File: config.mk
export PLATFORM = sky130hd
export DESIGN_NAME = sram_wb_arbiter
export DESIGN_NICKNAME = d
export VERILOG_FILES = /design/src/rtl/sram_arb_pkg.sv /design/src/rtl/sram_arb_watchdog.sv /design/src/rtl/sram_wb_arbiter.sv
export SDC_FILE = /design/constraint.sdc
export NUM_CORES = 1
export LEC_CHECK = 0
export ABC_AREA = 1
export ABC_CLOCK_PERIOD_IN_PS = 1810
export CAP_MARGIN = 15
export CORE_AREA = 8 8 117 119
export CTS_CLUSTER_SIZE = 40
export DETAILED_ROUTE_END_ITERATION = 16
export DIE_AREA = 0 0 125 127
export GPL_TIMING_DRIVEN = 0
export PLACE_DENSITY = 0.67
export SLEW_MARGIN = 20
export SYNTH_ARGS = -nofsm -noshare
export SYNTH_HDL_FRONTEND = slang
export SYNTH_SLANG_ARGS = --single-unit
File: constraint.sdc
create_clock -name wb_clk_i -period 1.81 [get_ports wb_clk_i]
set_input_delay 0.362 -clock wb_clk_i [delete_from_list [all_inputs] [get_ports wb_clk_i]]
set_output_delay 0.362 -clock wb_clk_i [all_outputs]
set_load 0.02 [all_outputs]
File: src/rtl/sram_arb_pkg.sv
// Shared definitions for the two-master SRAM Wishbone arbiter.
//   arb_state_e : arbiter FSM encoding (IDLE, GNT0, GNT1)
//   M0 / M1     : master index constants used by the round-robin `last` register
package sram_arb_pkg;

    typedef enum logic [1:0] {
        IDLE = 2'd0,
        GNT0 = 2'd1,
        GNT1 = 2'd2
    } arb_state_e;

    localparam logic M0 = 1'b0;
    localparam logic M1 = 1'b1;

endpackage

File: src/rtl/sram_arb_watchdog.sv
// Per-transfer watchdog for the SRAM arbiter.
//   clk    : clock, counter updates on posedge
//   rst    : asynchronous active-high reset
//   active : a granted master has cyc & stb asserted
//   done   : slave terminated the beat (ack or err)
//   expire : counter reached TIMEOUT while active; arbiter errors the beat
// The counter clears on reaching TIMEOUT, so it never wraps (TIMEOUT < 2**TW).
module sram_arb_watchdog #(
    parameter int unsigned TIMEOUT = 255,
    parameter int unsigned TW      = 8
) (
    input  logic clk,
    input  logic rst,
    input  logic active,
    input  logic done,
    output logic expire
);

    logic [TW-1:0] wdog_r;
    logic [TW-1:0] wdog_nxt_s;
    logic          at_limit_s;

    assign at_limit_s = (wdog_r == TW'(TIMEOUT));
    assign expire     = active & at_limit_s;

    // Next count: clear when idle, terminated or expired, otherwise count up.
    always_comb begin
        wdog_nxt_s = {TW{1'b0}};
        if (!active || done || at_limit_s) begin
            wdog_nxt_s = {TW{1'b0}};
        end else begin
            wdog_nxt_s = wdog_r + TW'(1);
        end
    end

    // Counter register.
    always_ff @(posedge clk or posedge rst) begin
        if (rst) begin
            wdog_r <= {TW{1'b0}};
        end else begin
            wdog_r <= wdog_nxt_s;
        end
    end

endmodule

File: src/rtl/sram_wb_arbiter.sv
// Two-master round-robin Wishbone arbiter in front of the single-ported SRAM slave.
//   wb_clk_i / wb_rst_i       : clock / asynchronous active-high reset
//   m0_* (instruction bus)    : adr/dat/sel/we/cyc/stb in, dat/ack/err out
//   m1_* (data bus)           : same as m0_*
//   s_*                       : master-side Wishbone port towards the SRAM
// The grant is held for the whole cyc so bursts are locked; routing is purely
// combinational so same-cycle slave acks are supported.
module sram_wb_arbiter
    import sram_arb_pkg::*;
#(
    parameter int unsigned TIMEOUT = 255,
    parameter int unsigned TW      = 8
) (
    input  logic        wb_clk_i,
    input  logic        wb_rst_i,
    input  logic [31:0] m0_adr_i,
    input  logic [31:0] m0_dat_i,
    output logic [31:0] m0_dat_o,
    input  logic [3:0]  m0_sel_i,
    input  logic        m0_we_i,
    input  logic        m0_cyc_i,
    input  logic        m0_stb_i,
    output logic        m0_ack_o,
    output logic        m0_err_o,
    input  logic [31:0] m1_adr_i,
    input  logic [31:0] m1_dat_i,
    output logic [31:0] m1_dat_o,
    input  logic [3:0]  m1_sel_i,
    input  logic        m1_we_i,
    input  logic        m1_cyc_i,
    input  logic        m1_stb_i,
    output logic        m1_ack_o,
    output logic        m1_err_o,
    output logic [31:0] s_adr_o,
    output logic [31:0] s_dat_o,
    output logic [3:0]  s_sel_o,
    output logic        s_we_o,
    output logic        s_cyc_o,
    output logic        s_stb_o,
    input  logic [31:0] s_dat_i,
    input  logic        s_ack_i,
    input  logic        s_err_i
);

    arb_state_e state_r;
    arb_state_e state_nxt_s;
    logic       last_r;
    logic       last_nxt_s;
    logic       wd_active_s;
    logic       wd_done_s;
    logic       wd_expire_s;

    // Watchdog runs only while the granted master strobes.
    always_comb begin
        wd_active_s = 1'b0;
        case (state_r)
            GNT0:    wd_active_s = m0_cyc_i & m0_stb_i;
            GNT1:    wd_active_s = m1_cyc_i & m1_stb_i;
            default: wd_active_s = 1'b0;
        endcase
    end

    assign wd_done_s = s_ack_i | s_err_i;

    sram_arb_watchdog #(
        .TIMEOUT (TIMEOUT),
        .TW      (TW)
    ) u_wdog (
        .clk    (wb_clk_i),
        .rst    (wb_rst_i),
        .active (wd_active_s),
        .done   (wd_done_s),
        .expire (wd_expire_s)
    );

    // Next-state / round-robin: a tie goes to the master that was not served last;
    // a release hands straight over to a waiting master without an idle cycle.
    always_comb begin
        state_nxt_s = state_r;
        last_nxt_s  = last_r;
        case (state_r)
            IDLE: begin
                if (m0_cyc_i && m1_cyc_i) begin
                    state_nxt_s = (last_r == M1) ? GNT0 : GNT1;
                end else if (m0_cyc_i) begin
                    state_nxt_s = GNT0;
                end else if (m1_cyc_i) begin
                    state_nxt_s = GNT1;
                end else begin
                    state_nxt_s = IDLE;
                end
            end
            GNT0: begin
                if (!m0_cyc_i) begin
                    last_nxt_s  = M0;
                    state_nxt_s = m1_cyc_i ? GNT1 : IDLE;
                end else begin
                    state_nxt_s = GNT0;
                end
            end
            GNT1: begin
                if (!m1_cyc_i) begin
                    last_nxt_s  = M1;
                    state_nxt_s = m0_cyc_i ? GNT0 : IDLE;
                end else begin
                    state_nxt_s = GNT1;
                end
            end
            default: begin
                state_nxt_s = IDLE;
                last_nxt_s  = M1;
            end
        endcase
    end

    // State and round-robin history registers.
    always_ff @(posedge wb_clk_i or posedge wb_rst_i) begin
        if (wb_rst_i) begin
            state_r <= IDLE;
            last_r  <= M1;
        end else begin
            state_r <= state_nxt_s;
            last_r  <= last_nxt_s;
        end
    end

    // Request path to the slave; stb is withheld on the cycle the watchdog fires.
    always_comb begin
        s_adr_o = 32'h0000_0000;
        s_dat_o = 32'h0000_0000;
        s_sel_o = 4'h0;
        s_we_o  = 1'b0;
        s_cyc_o = 1'b0;
        s_stb_o = 1'b0;
        case (state_r)
            GNT0: begin
                s_adr_o = m0_adr_i;
                s_dat_o = m0_dat_i;
                s_sel_o = m0_sel_i;
                s_we_o  = m0_we_i;
                s_cyc_o = m0_cyc_i;
                s_stb_o = m0_stb_i & ~wd_expire_s;
            end
            GNT1: begin
                s_adr_o = m1_adr_i;
                s_dat_o = m1_dat_i;
                s_sel_o = m1_sel_i;
                s_we_o  = m1_we_i;
                s_cyc_o = m1_cyc_i;
                s_stb_o = m1_stb_i & ~wd_expire_s;
            end
            default: begin
                s_cyc_o = 1'b0;
            end
        endcase
    end

    // Response path; kept apart from the request path because a combinational
    // slave closes the loop stb -> ack.
    always_comb begin
        m0_dat_o = 32'h0000_0000;
        m1_dat_o = 32'h0000_0000;
        m0_ack_o = 1'b0;
        m0_err_o = 1'b0;
        m1_ack_o = 1'b0;
        m1_err_o = 1'b0;
        case (state_r)
            GNT0: begin
                m0_dat_o = s_dat_i;
                m1_dat_o = s_dat_i;
                m0_ack_o = s_ack_i & ~wd_expire_s;
                m0_err_o = s_err_i | wd_expire_s;
            end
            GNT1: begin
                m0_dat_o = s_dat_i;
                m1_dat_o = s_dat_i;
                m1_ack_o = s_ack_i & ~wd_expire_s;
                m1_err_o = s_err_i | wd_expire_s;
            end
            default: begin
                m0_ack_o = 1'b0;
            end
        endcase
    end

endmodule
### Yosys cells after proc, flatten, opt, wreduce, memory -nomap -nowiden

Cells that the tools add are included.
Widths: inputs -> output; s select.

* register bits after elaboration: 11
* latch bits: 0
* memory bits (writable): 0
* memory bits (read-only): 0
* bits of input ports: 178
* output and inout port bits: 139
* word-level logic and storage cells: 49
* memories kept: 0

* $add $sub $neg: 1
* multipliers: 0
* div/mod/pow operators: 0
* order comparisons: 0
* equal/unequal tests: 5
* shifts and indexed selects: 0
* mux-type cells: 23
* bitwise logic cells: 10
* reduce and logical (&&, ||, !) cells: 7

Operators by type and width (count)
* $pmux 32 s2: 2
* $mux 32: 1
* $mux 2: 5
* $add 8x1->8 const B: 1
* $eq 8x8->1 const B: 1
* $mux 8: 1
* $pmux 1 s2: 4
* $pmux 4 s2: 1
* $mux 1: 7
* $and 1x1->1: 6
* $pmux 2 s3: 1
* $ne 2x2->1 const B: 2
* $pmux 1 s3: 1
* $reduce_and 3->1: 1
* $eq 2x1->1 const B: 1
* $eq 2x2->1 const B: 1
* $logic_not 2->1: 1
* $logic_or 1x1->1: 2
* $not 1->1: 2
* $or 1x1->1: 2
* $reduce_or 2->1: 1
* $logic_and 1x1->1: 1
* $logic_not 1->1: 1

### Depth between registers and ports, before layout

Gate-level depths: netlist of the first run.

* depth after elaboration: 6
* mapped depth: 8
* gate-level depth less buffers: 8

### Hierarchy

From an unflattened synthesis of the first run, not the netlist that was laid out.

* cells, all modules: 439
* area total of the unflattened synthesis: 2297.2 µm²

By module, submodules not included
* sram_wb_arbiter: times used 1, cells each 382, area an instance 1849.3 µm², sequential area each 76.3 µm²
* sram_arb_watchdog: times used 1, cells each 57, area an instance 447.9 µm², sequential area each 200.2 µm²

### Worst setup path before layout of the first run

OpenSTA, ideal clock, no wires.

* path type: flip-flop to output port
* start: register state_r[0]
* end: output m1_ack_o
* arrival time: 1511 ps
* data required time: 1448 ps
* path slack: -63 ps
* cell stages (with the launch flop): 7
* path buffers: 2
* cells stage by stage: dfrtp_1 inv_1 ha_1 buf_2 buf_4 inv_1 nor3_1

* longest elaborated chain between the ends: 6
* elaborated cells between the ends (all ways): 7
* those cells by class: eq/ne (2); mux (2); bitwise (3)

Ends and longest elaborated chain
* start, declared: RTL line sram_wb_arbiter.sv:45 `arb_state_e state_r;`
* start signal, assigned: RTL line sram_wb_arbiter.sv:122 `state_r <= state_nxt_s;`
* $eq 2x2->1 / $eq 2x1->1 (equally long branches): RTL line sram_wb_arbiter.sv:56, sram_wb_arbiter.sv:167
* $pmux 1 s2: RTL line sram_wb_arbiter.sv:56 `case (state_r)`
* $and 1x1->1: RTL line sram_arb_watchdog.sv:24 `assign expire = active & at_limit_s;`
* $not 1->1: RTL line sram_wb_arbiter.sv:177 `m1_ack_o = s_ack_i & ~wd_expire_s;`
* $and 1x1->1: RTL line sram_wb_arbiter.sv:177
* $mux 1 (*): RTL line sram_wb_arbiter.sv:167 `case (state_r)`
* end, declared: RTL line sram_wb_arbiter.sv:32 `output logic m1_ack_o,`

Every way passes the cells marked *; elsewhere a longest branch is shown, timed or not.

### Worst setup path after layout of the first run

* start: register state_r[0]
* end: output s_dat_o[4]

* longest elaborated chain between the ends: 2
* elaborated cells between the ends (all ways): 3
* those cells by class: eq/ne (2); mux (1)

Ends and longest elaborated chain
* $eq 2x2->1 / $eq 2x1->1 (equally long branches): RTL line sram_wb_arbiter.sv:135 `case (state_r)`
* $pmux 32 s2 (*): RTL line sram_wb_arbiter.sv:135
* end, declared: RTL line sram_wb_arbiter.sv:35 `output logic [31:0] s_dat_o,`

Marks and branches as above.

==> impl_metrics.ini, run 1 <==
[outcome]
status = finished with violations
violations = negative setup slack

[synth]
yosysSeqAreaShare = 0.126
syn_area_sq_mm = 0.00219
avgSynthCellArea_sq_um = 5.22
ys_warn_count = 0
ys_ff_latch = 11
synth_area_leaders = nand2_1 (31%), a21oi_1 (16%), dfrtp_1 (11%)
synth_top_area_frac = 0.314
syn_inst = 419
synth_nets = 603
yosysTopAreaCell = nand2_1
ys_types = 21

[worst_setup_path]
rrSetupSlack_ns = 0.14
startpoint_type = flip-flop
path_class = flip-flop to output port
r2r_start = state_r[1]
rr_worst_depth = 9
rr_endpoint = last_r
cp.arrival_ns = 1.71
endpoint_kind = output port
cp.required_ns = 1.45
critical_path.max_fanout = 13

[floorplan]
coreArea_sq_mm = 0.0118
io_pins = 317
fp.dieH_um = 127
die_area_sq_mm = 0.0159
start_util = 0.185
die_w_um = 125
rows = 40

[drt]
drc = 0
ant_nets = 0
viasPerCell = 4.49
routed_wl_mm = 18.0
dr_total_vias = 4089
drt_iter0_drc = 153
routedWlPerCell_um = 19.8
firstDrtPassIters = 4

[layout]
nFillCells = 988
diodes = 0
drive_gt1_frac = 0.495
syn2layout_area_growth_pct = 232
fin_nets = 949

[timing]
setup_ws_ns = -0.267
period_share = 1.15
drv_slew = 0
rsz0062_at_grt = yes
worstMarginPinSlew_ns = 0.403
setup_viol = 138
clock_skew_ns = 0.000536
period_needed_ns = 2.08
fin_hold_ws_ns = 0.410
fin_setup_tns_ns = -24.74
slew_headroom = 0.731
max_freq_ghz = 0.482
finalHoldViolCount = 0

[power_and_ir_drop]
ir_drop_mv = 1.12
p_leak_nw = 3.16
p_per_area_mw_per_mm2 = 1700

[placed_design]
io_buffer_count = 316
gp_congestion = 0.826
dp_hpwl_mm = 13.3

[job]
cap_violations = 0

[cts]
worstSkewPairLatency_ns = 0.24
root_buffer = clkbuf_16
cts_buffer_depth = 2
clock_sink_count = 11
clkSlewWorstSetupHoldPaths_ns = 0.04
cts_htree_levels = 1
tritoncts = built
cts_buffers = 3
hold_buffers = 0

[global_routing]
grt_max_degree = 12
grt_pass1_vias = 4024
globalRouteOverflowTotal = 0
grt_pass1_wl_mm = 24.0
gr-usage-all-layers = 0.189
antenna_found_initial = 0

[min_path]
hold_path.class = input pin to asynchronous set/reset pin
==> placed cells by master, fill, tap and decap left out, types with 2 or more instances in the layout <==
master	Yosys	final
a21oi_1	72	10
a21oi_2	0	28
a21oi_4	0	34
buf_12	0	12
buf_4	33	49
buf_6	0	139
buf_8	0	11
clkbuf_16	0	13
clkdlybuf4s50_1	0	175
dfrtp_1	10	9
ha_1	6	2
ha_4	0	3
inv_1	45	12
inv_2	2	20
inv_4	0	14
nand2_1	183	141
nand2_2	1	25
nand2_4	0	18
nand3_1	7	7
nor2_1	16	15
nor2_4	2	2
nor3_2	0	2
o21ai_0	3	3
xnor2_1	4	4
==> power by group <==
group          switching (mW)  internal [mW]
sequential             0.0366          0.290
clock                   0.104          0.295
combinational            5.88           5.72
==> kinds of logic (layout without fill, tap and decap cells) <==
family | Yosys count | after routing | synth area share
AO/OA/AOI/OAI | 76 | 76 | 0.175
XOR/XNOR | 5 | 5 | 0.0200
adder cells (fa/ha/maj) | 6 | 6 | 0.0343
buffers and inverters | 106 | 451 | 0.253
flip-flops | 11 | 11 | 0.126
multiplexers | 1 | 1 | 0.00458
AND/OR/NAND/NOR | 214 | 214 | 0.386
==> state kept, by name, indices dropped and copies added (netlist names) <==
register and cells:
u_wdog.wdog_r 8, state_r 2, last_r 1
==> repair_timing <==
item                       CTS  global route
setup endpoints to repair  139           139
gates cloned                 3            10
resized for setup          810           338
pin swaps                    7            18
buffers inserted             5             7
==> cells in the mapped netlist <==
| library cell | number |
|---|---|
| nor2_4 | 2 |
| nand4_1 | 1 |
| mux2i_1 | 1 |
| o21bai_1 | 1 |
| nand2_2 | 1 |
| dfrtp_1 | 10 |
| nand3_1 | 7 |
| inv_2 | 2 |
| xnor2_1 | 4 |
| nor3_1 | 3 |
| ha_1 | 6 |
| inv_1 | 45 |
| nand2_1 | 183 |
| buf_2 | 26 |
| buf_4 | 33 |
| a21oi_1 | 72 |
| xor2_1 | 1 |
| o21ai_0 | 3 |
| nor2_1 | 16 |
| dfstp_2 | 1 |
| nand4_2 | 1 |
==> through the flow <==
step	utilization	worst slack, ns	power [mW]	cells	instance area [sq um]
3_5_place_dp	0.469	-0.767	7.68	882	5540
2_1_floorplan	-	-0.0263	4.17	419	2190
4_1_cts	0.489	-0.246	8.91	894	5770
5_1_grt	0.614	-0.342	12.9	911	7250
6_report	0.614	-0.267	12.3	911	7250
3_3_place_gp	0.469	-0.755	7.62	882	5540
==> cell type report <==
cell class / count / area, sq um / area share
Timing Repair Buffer: 341 / 3650 / 0.504
Multi-Input combinational cell: 302 / 2090 / 0.289
Buffer: 59 / 741 / 0.102
Sequential cell: 11 / 278 / 0.0383
Inverter: 47 / 224 / 0.0309
Tap cell: 147 / 184 / 0.0254
Clock buffer: 4 / 78.8 / 0.0109
==> critical path: stages (launching register included) <==
cell,delay [ns]
dfrtp_2,0.42
inv_4,0.06
ha_4,0.29
buf_12,0.15
inv_12,0.08
buf_12,0.14
a21oi_1,0.14
buf_4,0.18
==> layer usage <==
layer | global-route usage | vias up | routed length [um]
met4 | 0.0344 | 0 | 365
met1 | 0.205 | 1920 | 6400
met2 | 0.369 | 189 | 9970
met5 | 0 | - | 0
met3 | 0.0433 | 21 | 1270
li1 | - | 1959 | -
==> worst max path at each step <==
stage                              to  startpoint  depth (start not counted)
after floorplan              m0_ack_o  state_r[0]                          6
after global placement     s_sel_o[0]  state_r[0]                          7
after detailed placement   s_sel_o[0]  state_r[0]                          7
after CTS                 s_adr_o[18]  state_r[0]                          7
after global routing       s_adr_o[7]  state_r[0]                          8
final                      s_dat_o[4]  state_r[0]                          7
Note: power is estimated with default switching activity, not from simulation.
==> inputs of run 2 (changes only) <==
==> constraint.sdc (replaced) <==
create_clock -name wb_clk_i -period 1.81 [get_ports wb_clk_i]
set_input_delay 0.543 -clock wb_clk_i [delete_from_list [all_inputs] [get_ports wb_clk_i]]
set_output_delay 0.543 -clock wb_clk_i [all_outputs]
set_load 0.02 [all_outputs]
==> impl_metrics.ini, run 2 (same netlist as run 1, synthesis figures left out) <==
[outcome]
status = finished with violations
violations = negative setup slack

[layout]
diodes = 0
multi_input_area_sq_mm = 0.00167
ff_latch_area_sq_um = 277
drive_gt1_frac = 0.404
layout_common_cells = nand2_1 (177), clkdlybuf4s50_1 (173), buf_4 (95)
biggestRegsByFlops = u_wdog.wdog_r (8), state_r (2), last_r (1)
nFillCells = 1196
top_register = u_wdog.wdog_r
fin_util = 0.524
largest_reg_flops = 8
mostFrequentLayoutCell = nand2_1
fin_nets = 933
syn2layout_area_growth_pct = 183

[drt]
ant_nets = 0
dr_total_vias = 3845
drt_iter0_drc = 182
routed_wl_mm = 16.4
firstDrtPassIters = 4
drc = 0
viasPerCell = 4.30
routedWlPerCell_um = 18.4

[worst_setup_path]
startpoint_type = flip-flop
endpoint_kind = output port
critical_path.max_stage_delay_ns = 0.40
critical_path.max_fanout = 10
crit_buf_inv = 4
cp.depth = 6
crit_family = buffers and inverters
path_class = flip-flop to output port
rr_worst_depth = 7
cp.required_ns = 1.27
critPathSlowestCell = dfrtp_1
path_cells = inv_2 > ha_4 > inv_6 > buf_6 > a21oi_1 > buf_4
cp.arrival_ns = 1.68

[placed_design]
dp_hpwl_mm = 13.6
pre_cts_slack_ns = -1.14
io_buffer_count = 316
gp_congestion = 0.852

[power_and_ir_drop]
p_per_area_mw_per_mm2 = 1550
p_leak_nw = 2.81
ir_drop_mv = 0.984

[timing]
setup_ws_ns = -0.410
slew_headroom = 0.731
max_freq_ghz = 0.450
clock_skew_ns = 0.00115
worstMarginPinSlew_ns = 0.403
drv_slew = 0
rsz0062_at_grt = yes
period_needed_ns = 2.22
period_share = 1.23
setup_viol = 139
finalHoldViolCount = 0

[cts]
clkSlewWorstSetupHoldPaths_ns = 0.04
root_buffer = clkbuf_16
hold_buffers = 0
cts_buffer_depth = 2
tritoncts = built
clock_sink_count = 11
worstSkewPairLatency_ns = 0.24
cts_htree_levels = 1
cts_buffers = 3

[floorplan]
rows = 40
fp.dieH_um = 127
die_area_sq_mm = 0.0159
io_pins = 317
coreArea_sq_mm = 0.0118
start_util = 0.185
die_w_um = 125

[global_routing]
antenna_found_initial = 0
gr-usage-all-layers = 0.188
grt_pass1_wl_mm = 23.5
grt_pass1_vias = 3876
grt_max_degree = 12
globalRouteOverflowTotal = 0

[job]
cap_violations = 0

[min_path]
hold_depth = 1
hold_path.class = flip-flop to flip-flop
## run 2: cell types whose count changed in the layout (fill, tap and decap cells not counted), moves of 14 or more
cell / change
a21oi_1: +29
nand2_1: +36
inv_2: +14
buf_6: -45
nand2_2: -19
nand2_4: -17
buf_4: +46
a21oi_4: -24
## run 2: worst paths after layout
| check | start | to | slack [ns] |
|---|---|---|---|
| min in group asynchronous | wb_rst_i | u_wdog.wdog_r[0] | 0.59 |
| max reg2reg | state_r[0] | u_wdog.wdog_r[5] | 0.36 |
| min | u_wdog.wdog_r[0] | u_wdog.wdog_r[0] | 0.46 |
| max | state_r[0] | s_adr_o[12] | -0.41 |
| max in group asynchronous | wb_rst_i | last_r | 0.90 |
| min reg2reg | u_wdog.wdog_r[0] | u_wdog.wdog_r[0] | 0.46 |
## run 2: per-stage QoR
stage,cell area [sq um],cells,total power [mW],hold slack [ns],setup TNS (ns)
6_report,6190,895,9.58,0.464,-46.27
5_1_grt,6190,895,10.1,0.479,-58.82
4_1_cts,5850,893,8.90,0.463,-47.85
3_5_place_dp,5670,882,7.99,0.458,-97.05
3_3_place_gp,5670,882,7.93,0.443,-93.97
2_1_floorplan,2320,419,4.49,0.395,-10.80
## run 2: per-layer routing
| metal | share of wire | track usage | up-vias |
|---|---|---|---|
| li1 | - | - | 1913 |
| met4 | 0.021 | 0.0408 | 0 |
| met1 | 0.35 | 0.197 | 1739 |
| met5 | 0 | 0 | - |
| met2 | 0.55 | 0.374 | 175 |
| met3 | 0.080 | 0.0391 | 18 |
## run 2: power by group
part | internal (mW) | total [mW] | switching, mW | leakage [nW]
sequential | 0.288 | 0.315 | 0.0266 | 0.148
clock | 0.292 | 0.400 | 0.107 | 0.0409
combinational | 4.08 | 8.87 | 4.78 | 2.62
total | 4.66 | 9.58 | 4.92 | 2.81
## run 2: layout make-up
| cell class | instances | area share |
|---|---|---|
| Buffer | 58 | 0.0921 |
| Clock buffer | 3 | 0.0121 |
| Clock inverter | 1 | 0.000808 |
| Inverter | 47 | 0.0297 |
| Multi-Input combinational cell | 302 | 0.270 |
| Sequential cell | 11 | 0.0446 |
| Tap cell | 147 | 0.0297 |
| Timing Repair Buffer | 326 | 0.521 |
## run 2: timing repair
| action | in CTS | in global routing |
|---|---|---|
| pin swaps | 6 | 9 |
| cloned | 2 | 2 |
| buffers inserted | 6 | 0 |
| gates resized for setup | 762 | 125 |
| setup endpoints to repair | 139 | 139 |
